File: config.mk
export PLATFORM = sky130hd
export DESIGN_NAME = y86_fetch_sequencer
export DESIGN_NICKNAME = d
export VERILOG_FILES = /design/src/rtl/y86_pkg.sv /design/src/rtl/y86_ilen_decode.sv /design/src/rtl/y86_fetch_sequencer.sv
export SDC_FILE = /design/constraint.sdc
export NUM_CORES = 1
export LEC_CHECK = 0
export BUFFER_PORTS_ARGS = -buffer_cell sky130_fd_sc_hd__buf_2
export CAP_MARGIN = 20
export CORE_ASPECT_RATIO = 0.8
export CORE_UTILIZATION = 50
export CTS_BUF_LIST = sky130_fd_sc_hd__clkbuf_8
export DETAILED_ROUTE_END_ITERATION = 12
export PLACE_DENSITY = 0.71
export SLEW_MARGIN = 0
export SYNTH_ARGS = -nofsm -noshare
export SYNTH_HDL_FRONTEND = slang
export SYNTH_HIERARCHICAL = 1
export SYNTH_SLANG_ARGS = --single-unit
File: constraint.sdc
create_clock -name clk -period 16.52 [get_ports clk]
set_clock_uncertainty 0.05 [all_clocks]
set_input_delay 4.956 -clock clk [delete_from_list [all_inputs] [get_ports clk]]
set_output_delay 4.956 -clock clk [all_outputs]
set_load 0.01 [all_outputs]
File: src/rtl/y86_pkg.sv
// rtl/y86_pkg.sv - Y86-64 fetch shared types, icode constants and length helper
package y86_pkg;

    localparam logic [3:0] ICODE_HALT   = 4'h0;
    localparam logic [3:0] ICODE_NOP    = 4'h1;
    localparam logic [3:0] ICODE_RRMOVQ = 4'h2;
    localparam logic [3:0] ICODE_IRMOVQ = 4'h3;
    localparam logic [3:0] ICODE_RMMOVQ = 4'h4;
    localparam logic [3:0] ICODE_MRMOVQ = 4'h5;
    localparam logic [3:0] ICODE_OPQ    = 4'h6;
    localparam logic [3:0] ICODE_JXX    = 4'h7;
    localparam logic [3:0] ICODE_CALL   = 4'h8;
    localparam logic [3:0] ICODE_RET    = 4'h9;
    localparam logic [3:0] ICODE_PUSHQ  = 4'hA;
    localparam logic [3:0] ICODE_POPQ   = 4'hB;

    localparam logic [3:0] RNONE   = 4'hF;
    localparam int         MAX_LEN = 10;

    typedef enum logic [1:0] {
        ST_IDLE,
        ST_FETCH,
        ST_DONE
    } fetch_state_t;

    // Unknown icodes are treated as one-byte instructions.
    function automatic logic [3:0] inst_len(input logic [3:0] icode);
        case (icode)
            ICODE_HALT, ICODE_NOP, ICODE_RET:                  return 4'd1;
            ICODE_RRMOVQ, ICODE_OPQ, ICODE_PUSHQ, ICODE_POPQ:  return 4'd2;
            ICODE_JXX, ICODE_CALL:                             return 4'd9;
            ICODE_IRMOVQ, ICODE_RMMOVQ, ICODE_MRMOVQ:          return 4'd10;
            default:                                           return 4'd1;
        endcase
    endfunction

endpackage

File: src/rtl/y86_ilen_decode.sv
// rtl/y86_ilen_decode.sv - icode to instruction length and field layout
module y86_ilen_decode
    import y86_pkg::*;
(
    input  logic [3:0] icode,
    output logic [3:0] len,
    output logic       has_regs,
    output logic       has_valc,
    output logic [3:0] valc_off,
    output logic       invalid
);

    always_comb begin
        len      = inst_len(icode);
        invalid  = (icode > ICODE_POPQ);
        has_regs = (len == 4'd2) || (len == 4'd10);
        has_valc = (len == 4'd9) || (len == 4'd10);
        valc_off = (len == 4'd10) ? 4'd2 : 4'd1;
    end

endmodule

File: src/rtl/y86_fetch_sequencer.sv
// rtl/y86_fetch_sequencer.sv - multi-cycle byte-wide Y86-64 instruction fetch and field decode
module y86_fetch_sequencer
    import y86_pkg::*;
#(
    parameter int MEM_BYTES = 1024,
    parameter int ADDR_W    = 64
) (
    input  logic              clk,
    input  logic              rst,
    input  logic [ADDR_W-1:0] pc_in,
    input  logic              pc_valid,
    output logic              pc_ready,
    input  logic              flush,
    output logic              mem_ren,
    output logic [ADDR_W-1:0] mem_addr,
    input  logic [7:0]        mem_rdata,
    output logic              inst_valid,
    input  logic              inst_ready,
    output logic [3:0]        icode,
    output logic [3:0]        ifun,
    output logic [3:0]        rA,
    output logic [3:0]        rB,
    output logic [63:0]       valC,
    output logic [ADDR_W-1:0] valP,
    output logic              imem_error,
    output logic              instr_invalid
);

    localparam logic [ADDR_W-1:0] MEM_LIMIT = ADDR_W'(MEM_BYTES);

    fetch_state_t      state_q, state_d;
    logic [ADDR_W-1:0] pc_q;
    logic [3:0]        idx_q;
    logic [7:0]        byte_q [MAX_LEN];

    logic              accept;
    logic              pc_in_range;
    logic [3:0]        idx_next;
    logic [ADDR_W-1:0] next_addr;
    logic              next_in_range;
    logic              more_bytes;
    logic              enter_done;
    logic              fetch_err;

    logic [3:0]        dec_icode;
    logic [3:0]        dec_len;
    logic              dec_has_regs;
    logic              dec_has_valc;
    logic [3:0]        dec_valc_off;
    logic              dec_invalid;

    logic [7:0]        cur_byte [MAX_LEN];
    logic [63:0]       cur_valc;
    logic [3:0]        cur_ra;
    logic [3:0]        cur_rb;

    assign pc_ready      = (state_q == ST_IDLE) && !rst;
    assign accept        = pc_valid && pc_ready && !flush;
    assign inst_valid    = (state_q == ST_DONE);
    assign pc_in_range   = (pc_in < MEM_LIMIT);

    // Byte 0 is decoded straight off the ROM bus in the cycle it arrives.
    assign dec_icode     = (idx_q == 4'd0) ? mem_rdata[7:4] : byte_q[0][7:4];
    assign idx_next      = idx_q + 4'd1;
    assign next_addr     = pc_q + ADDR_W'(idx_next);
    assign next_in_range = (next_addr < MEM_LIMIT);
    assign more_bytes    = (idx_next < dec_len);

    y86_ilen_decode u_ilen_decode (
        .icode    (dec_icode),
        .len      (dec_len),
        .has_regs (dec_has_regs),
        .has_valc (dec_has_valc),
        .valc_off (dec_valc_off),
        .invalid  (dec_invalid)
    );

    always_comb begin
        state_d    = state_q;
        mem_ren    = 1'b0;
        mem_addr   = '0;
        enter_done = 1'b0;
        fetch_err  = 1'b0;
        if (!rst) begin
            case (state_q)
                ST_IDLE: begin
                    if (accept) begin
                        if (pc_in_range) begin
                            mem_ren  = 1'b1;
                            mem_addr = pc_in;
                            state_d  = ST_FETCH;
                        end else begin
                            state_d  = ST_DONE;
                        end
                    end
                end
                ST_FETCH: begin
                    if (flush) begin
                        state_d = ST_IDLE;
                    end else if (more_bytes) begin
                        if (next_in_range) begin
                            mem_ren  = 1'b1;
                            mem_addr = next_addr;
                        end else begin
                            fetch_err  = 1'b1;
                            enter_done = 1'b1;
                            state_d    = ST_DONE;
                        end
                    end else begin
                        enter_done = 1'b1;
                        state_d    = ST_DONE;
                    end
                end
                ST_DONE: begin
                    if (flush || inst_ready) begin
                        state_d = ST_IDLE;
                    end
                end
                default: state_d = ST_IDLE;
            endcase
        end
    end

    // Buffer view including the byte on the bus this cycle; unfetched bytes stay zero.
    always_comb begin
        logic [3:0] sel;
        sel = 4'd0;
        for (int i = 0; i < MAX_LEN; i++) begin
            cur_byte[i] = byte_q[i];
        end
        if (idx_q < 4'(MAX_LEN)) begin
            cur_byte[idx_q] = mem_rdata;
        end
        cur_ra = dec_has_regs ? cur_byte[1][7:4] : RNONE;
        cur_rb = dec_has_regs ? cur_byte[1][3:0] : RNONE;
        cur_valc = '0;
        for (int i = 0; i < 8; i++) begin
            sel = dec_valc_off + 4'(i);
            cur_valc[8*i +: 8] = dec_has_valc ? cur_byte[sel] : 8'h00;
        end
    end

    always_ff @(posedge clk) begin
        if (rst) begin
            state_q       <= ST_IDLE;
            pc_q          <= '0;
            idx_q         <= 4'd0;
            for (int i = 0; i < MAX_LEN; i++) begin
                byte_q[i] <= 8'h00;
            end
            icode         <= 4'h0;
            ifun          <= 4'h0;
            rA            <= RNONE;
            rB            <= RNONE;
            valC          <= '0;
            valP          <= '0;
            imem_error    <= 1'b0;
            instr_invalid <= 1'b0;
        end else begin
            state_q <= state_d;
            case (state_q)
                ST_IDLE: begin
                    if (accept) begin
                        pc_q          <= pc_in;
                        idx_q         <= 4'd0;
                        for (int i = 0; i < MAX_LEN; i++) begin
                            byte_q[i] <= 8'h00;
                        end
                        instr_invalid <= 1'b0;
                        imem_error    <= !pc_in_range;
                        if (!pc_in_range) begin
                            icode <= ICODE_NOP;
                            ifun  <= 4'h0;
                            rA    <= RNONE;
                            rB    <= RNONE;
                            valC  <= '0;
                            valP  <= pc_in;
                        end
                    end
                end
                ST_FETCH: begin
                    if (!flush) begin
                        if (idx_q < 4'(MAX_LEN)) begin
                            byte_q[idx_q] <= mem_rdata;
                        end
                        if (mem_ren) begin
                            idx_q <= idx_next;
                        end
                        if (enter_done) begin
                            icode         <= cur_byte[0][7:4];
                            ifun          <= cur_byte[0][3:0];
                            rA            <= cur_ra;
                            rB            <= cur_rb;
                            valC          <= cur_valc;
                            valP          <= pc_q + ADDR_W'(dec_len);
                            imem_error    <= fetch_err;
                            instr_invalid <= dec_invalid;
                        end
                    end
                end
                default: ;
            endcase
        end
    end

endmodule

==> impl_metrics.toml, run 1 <==
[synthesis]
synthDistinctLibCells = 70
yosysTopAreaCell = "dfxtp_1"
synth_ff_type = "dfxtp_1"
yosysSeqAreaShare_pct = 33.5
async_reset_ff_share_pct = 0
syn_inst = 2463
synth.avg_cell_area_um2 = 8.16
synth_area_um2 = 20100
synth_seq_cells = 296
synth_area_leaders = "dfxtp_1, mux2i_1, edfxtp_1"
synth_warnings = 6
synth_edf_count = 80
synth_top_area_share_pct = 21.5

[grt]
antenna_found_initial = 2
gr-usage-all-layers_pct = 34.8
grt_max_degree = 108
grt_pass1_wl_mm = 108
grt_overflow_total = 0
grt_pass1_vias = 17100

[power]
power_mw = 1.79
ir_drop_uv = 69.1
p_leak_nw = 9.36
powerDensity_nw_per_um2 = 81.1

[timing]
rsz0062_at_grt = "no"
finalHoldViolations = 0
post-route-min-period_ns = 14.35
slew_headroom_pct = 18.4
fin_crit_sh_pct = 86.9
tns_ns = 0
holdWs_ns = 0.421
setup_viol = 0
tightest_slew_ns = 1.22
drv_slew = 0
max_freq_mhz = 69.7

[detailed_routing]
avgViaCountPerCell = 6.03
ant_nets = 0
firstDrtPassIters = 8
finalWirelength_mm = 73.0
drtIter0Drc = 2243
wl_per_cell_um = 23.1
vias = 19000
drc = 0

[finish]
areaGrowthSynthToFinish_pct = 10.1
final_layout_size_suffix_gt1_share_pct = 14.4
fin_util_pct = 55.9
layout.nets = 2683

[placement]
dp_hpwl_mm = 55.3
portBuffers = 235
gp_congestion = 1.01

[clocking]
path_clk_slew_ns = 0.07
cts_setup_buffers = 0
cts_resized = 0
htree_levels = 2
cts_tree = "yes"
cts_sinks = 296
clockBufferDepth = 3
ctsHoldBuffers = 0
cts_root_buf = "clkbuf_8"
cts_buffers = 50
clk_latency_ns = 0.63

[status]
status = "finished, final reports clean"

[die]
rows = 65
io_pins = 290
initial_core_util_pct = 50.8
fp.dieArea_um2 = 41000
die_w_um = 226
core_um2 = 39500
fp.dieH_um = 181

[setup_path]
critPathLaunchType = "primary input"
arrival_ns = 9.34
end_kind = "output port"
r2r_setup_slack_ns = 9.68
endpoint = "mem_ren"
setup.worst_path.class = "primary input to output port"
critPathLaunch = "mem_rdata[7]"
cp_max_fo = 15
rr_endpoint = "valC[7]"
worstReg2RegStart = "idx_q[0]"
reg2reg_depth = 19
cp_data_required_time_ns = 11.51

[flow_run]
max-cap-violations = 0

[min_path]
worstHoldPathType = "register to register"
hold_path_depth = 2
## power by group
part	internal (mW)	leakage, nW	switching [mW]
sequential	0.770	2.62	0.0320
clock	0.363	0.570	0.323
combinational	0.110	6.17	0.195
total	1.24	9.36	0.549
## per-layer routing
metal	part of all wire (%)	routed length (µm)	global-route usage, %	vias up
met3	11	7940	7.61	106
li1	-	-	-	8764
met1	49	35600	56.1	9180
met2	38	28100	45.8	983
met5	0	0	0	-
met4	2.0	1430	7.46	0
## registers in the layout (all words and copies together), names as in the netlist
| signal | count |
|---|---|
| pc_q | 64 |
| imem_error | 1 |
| rB | 4 |
| valP | 64 |
| valC | 64 |
| byte_q | 80 |
| instr_invalid | 1 |
| idx_q | 4 |
| icode | 4 |
| ifun | 4 |
| state_q | 2 |
| rA | 4 |
## cell usage after synthesis, types with 20 or more instances
cell       count
ha_1          22
buf_4         65
buf_2         20
dfxtp_1      216
a21oi_1      104
xor2_1        51
o21ai_0      106
a2bb2oi_1     20
and3_1        33
nand2_1      279
and2_1        25
nor3_1        87
o22ai_1       24
edfxtp_1      80
nand4_1       34
nand2b_1     187
nor2b_1       26
nor2_1       285
mux2i_1      253
clkbuf_1     138
buf_1         21
nand3_1       31
a32o_1        26
nor4_1        36
a211oi_1      57
xnor2_1       59
## cell usage in the layout (no fill, tap or decap), types with 6 or more instances in the layout
cell type	count
mux2_2	14
a21oi_1	103
nor2b_1	26
and2_1	24
conb_1	57
nand2_1	279
nand4_1	34
nand3_1	31
edfxtp_1	80
clkinv_2	9
clkbuf_8	57
nor3_1	87
or4_1	9
xor2_1	51
nor4_1	36
buf_4	25
mux2_1	17
mux2i_1	253
nor2_1	285
and4_1	10
a2bb2oi_1	20
nand3b_1	6
o21a_1	7
xnor2_1	59
nand2b_1	186
o22ai_1	24
and3_1	33
clkinv_1	6
buf_2	239
or3_1	8
a32o_1	26
ha_1	22
a31oi_1	10
o21ai_0	106
a211oi_1	57
dfxtp_1	216
o2bb2ai_1	8
inv_1	30
## worst min-delay path by stage
| stage | from | end | slack (ns) |
|---|---|---|---|
| global route | valC[53] | valC[53] | 0.44 |
| global placement | valP[2] | valP[2] | 0.39 |
| finish | valP[2] | valP[2] | 0.42 |
| CTS | valP[2] | valP[2] | 0.42 |
| detailed placement | valP[2] | valP[2] | 0.41 |
| floorplan | pc_q[0] | pc_q[0] | 0.42 |
## stage by stage
| step | worst slack (ns) | area, µm² | std cells |
|---|---|---|---|
| 6_report | 2.17 | 22100 | 3157 |
| 5_1_grt | 1.93 | 22100 | 3157 |
| 4_1_cts | 2.30 | 22100 | 3150 |
| 3_5_place_dp | 2.32 | 21100 | 3060 |
| 3_3_place_gp | 2.51 | 21000 | 3057 |
| 2_1_floorplan | 3.53 | 20300 | 2518 |
## critical path: stages
cell and delay (ns):
buf_2 0.25, mux2i_1 0.21, inv_1 0.31, or4b_1 0.51, o211ai_1 0.17, inv_1 0.09, ha_1 0.32, a21oi_1 0.14
o21ai_0 0.15, a21oi_1 0.16, nand4_1 0.11, nor4_1 0.29, and4_1 0.29, nand4_1 0.63, a21oi_1 0.54, buf_2 0.21
## kinds of logic (layout without fill, tap and decap cells)
logic type,Yosys count,in the layout,share of synthesized area (%)
AO/OA/AOI/OAI,392,392,12.5
XOR/XNOR,110,110,4.80
adder cells (fa/ha/maj),24,24,1.57
buffers and inverters,276,378,6.87
flip-flops,296,296,33.5
multiplexers,284,284,14.3
other,2,58,0.0374
AND/OR/NAND/NOR,1079,1079,26.4
## area by class of cell
cell class / count / area [µm²]
well taps: 536 / 671
repair buffers: 266 / 1400
diodes: 1 / 2.50
clock inverters: 33 / 228
multi-input cells: 1946 / 12200
clock buffers: 57 / 785
fillers: 3761 / 17400
flip-flops and latches: 296 / 6730
inverters: 22 / 82.6
Power figures use the tool's default switching activity.
==> run 2: changes to the inputs <==
--- a/config.mk
+++ b/config.mk
@@ -10,10 +10,12 @@
 export CORE_ASPECT_RATIO = 0.8
 export CORE_UTILIZATION = 50
 export CTS_BUF_LIST = sky130_fd_sc_hd__clkbuf_8
+export CTS_CLUSTER_DIAMETER = 60
 export DETAILED_ROUTE_END_ITERATION = 12
-export PLACE_DENSITY = 0.71
+export PLACE_DENSITY = 0.74
 export SLEW_MARGIN = 0
 export SYNTH_ARGS = -nofsm -noshare
 export SYNTH_HDL_FRONTEND = slang
 export SYNTH_HIERARCHICAL = 1
 export SYNTH_SLANG_ARGS = --single-unit
+export TNS_END_PERCENT = 50
==> constraint.sdc (replaced) <==
create_clock -name clk -period 12.9 [get_ports clk]
set_clock_uncertainty 0.05 [all_clocks]
set_input_delay 3.87 -clock clk [delete_from_list [all_inputs] [get_ports clk]]
set_output_delay 3.87 -clock clk [all_outputs]
set_load 0.01 [all_outputs]
==> impl_metrics.toml, run 2 (synthesis gave the netlist of run 1 again) <==
[status]
status = "finished, final reports clean"

[clocking]
cts_resized = 0
cts_setup_buffers = 0
cts_sinks = 296
htree_levels = 2
clockBufferDepth = 3
cts_buffers = 50
cts_tree = "yes"
ctsHoldBuffers = 0
cts_root_buf = "clkbuf_8"
clk_latency_ns = 0.66
path_clk_slew_ns = 0.06

[setup_path]
crit_slowest_cell = "or4b_1"
critPathLaunchType = "primary input"
crit_path_max_incr_delay_ns = 0.55
end_kind = "output port"
setup.worst_path.class = "primary input to output port"
r2r_setup_slack_ns = 6.16
arrival_ns = 7.79
cp_data_required_time_ns = 8.98
cp_cell_sequence = "buf_2 -> mux2i_1 -> inv_1 -> or4b_1 -> o211ai_1 -> inv_1 -> ha_1 -> a21oi_1 -> o21ai_0 -> a21oi_1 -> nand4_1 -> nor4_1 -> and4_1 -> and3_1 -> a32oi_1 -> nor2_1 -> buf_2"
cp_max_fo = 13

[timing]
drv_slew = 0
post-route-min-period_ns = 11.71
max_freq_mhz = 85.4
rsz0062_at_grt = "no"
finalHoldViolations = 0
setup_viol = 0
fin_ws_ns = 1.19
slew_headroom_pct = 11.4
tns_ns = 0
tightest_slew_ns = 1.32
fin_crit_sh_pct = 90.8

[detailed_routing]
ant_nets = 0
finalWirelength_mm = 72.5
avgViaCountPerCell = 5.99
wl_per_cell_um = 22.9
drc = 0
vias = 19000
drtIter0Drc = 2383
firstDrtPassIters = 6

[die]
initial_core_util_pct = 50.8
fp.dieH_um = 181
core_um2 = 39500
rows = 65
fp.dieArea_um2 = 41000
io_pins = 290
die_w_um = 226

[flow_run]
max-cap-violations = 0

[finish]
largest_reg_flops = 80
final_layout_size_suffix_gt1_share_pct = 14.6
layout_common_cells = "nor2_1, nand2_1, mux2i_1"
fillers = 3702
layout_commonest_cell = "nor2_1"
antenna_cells = 0
seqCellArea_um2 = 6730
regMostFlops = "byte_q"
areaGrowthSynthToFinish_pct = 10.3
multiInputGateArea_um2 = 12200
layout.nets = 2686
fin_util_pct = 56.1

[grt]
use_met3_pct = 11.7
grt.met2_usage_pct = 45.8
grt_pass1_vias = 17400
grt_overflow_total = 0
grt_max_degree = 105
antenna_found_initial = 4
grt-busiest-layer = "met1"
grt_pass1_wl_mm = 107
gr-usage-all-layers_pct = 34.8
use_met1_pct = 52.6

[power]
powerDensity_nw_per_um2 = 104
ir_drop_uv = 83.5
p_leak_nw = 9.40
p_comb_share_pct = 17.1
pwr-share-seq_pct = 44.6
p_int_mw = 1.59
swShare_pct = 30.8
power_mw = 2.30
p_switching_mw = 0.708
clkPwrFrac_pct = 38.3

[min_path]
worstHoldPathType = "register to register"

[placement]
pre_cts_slack_ns = 1.30
dp_hpwl_mm = 55.0
gp_congestion = 1.02
portBuffers = 235
[run 2: area by class of cell]
| type | count | area share (%) |
|---|---|---|
| Clock buffer | 60 | 3.73 |
| Clock inverter | 33 | 0.943 |
| Inverter | 22 | 0.373 |
| Multi-Input combinational cell | 1946 | 55.1 |
| Sequential cell | 296 | 30.4 |
| Tap cell | 536 | 3.03 |
| Timing Repair Buffer | 269 | 6.45 |
[run 2: per-layer routing]
metal  vias to the layer above  part of all wire, %
met4                         4                  2.3
met5                         -                0.037
met2                      1038                   39
li1                       8782                    -
met3                       101                   13
met1                      9030                   46
[run 2: power by group through the flow]
stage	Sequential, mW	Clock, mW	Combinational (mW)
final	1.03	0.881	0.394
after detailed placement	1.04	0	0.373
after CTS	1.02	0.895	0.374
after floorplan	1.03	0	0.272
after global routing	1.03	0.933	0.418
after global placement	1.04	0	0.368
[run 2: per-stage QoR]
step | instance area [µm²] | hold slack [ns] | cells
floorplan | 20300 | 0.421 | 2518
global placement | 21100 | 0.393 | 3058
detailed placement | 21100 | 0.411 | 3058
CTS | 22100 | 0.421 | 3151
global route | 22200 | 0.441 | 3162
finish | 22200 | 0.421 | 3162
[run 2: final timing paths]
path | from | to | cells past startpoint
worst max-delay path | mem_rdata[4] | mem_addr[0] | 17
worst min-delay path | valP[2] | valP[2] | 2
worst max register to register | idx_q[0] | valC[3] | 19
worst min register to register | valP[2] | valP[2] | 2
[run 2: critical path, delay by kind of cell]
family                   cells  cell delay (ns)
AND/OR/NAND/NOR              6             1.82
adder cells (fa/ha/maj)      1             0.32
AO/OA/AOI/OAI                5             0.79
buffers and inverters        4             0.67
multiplexers                 1             0.31
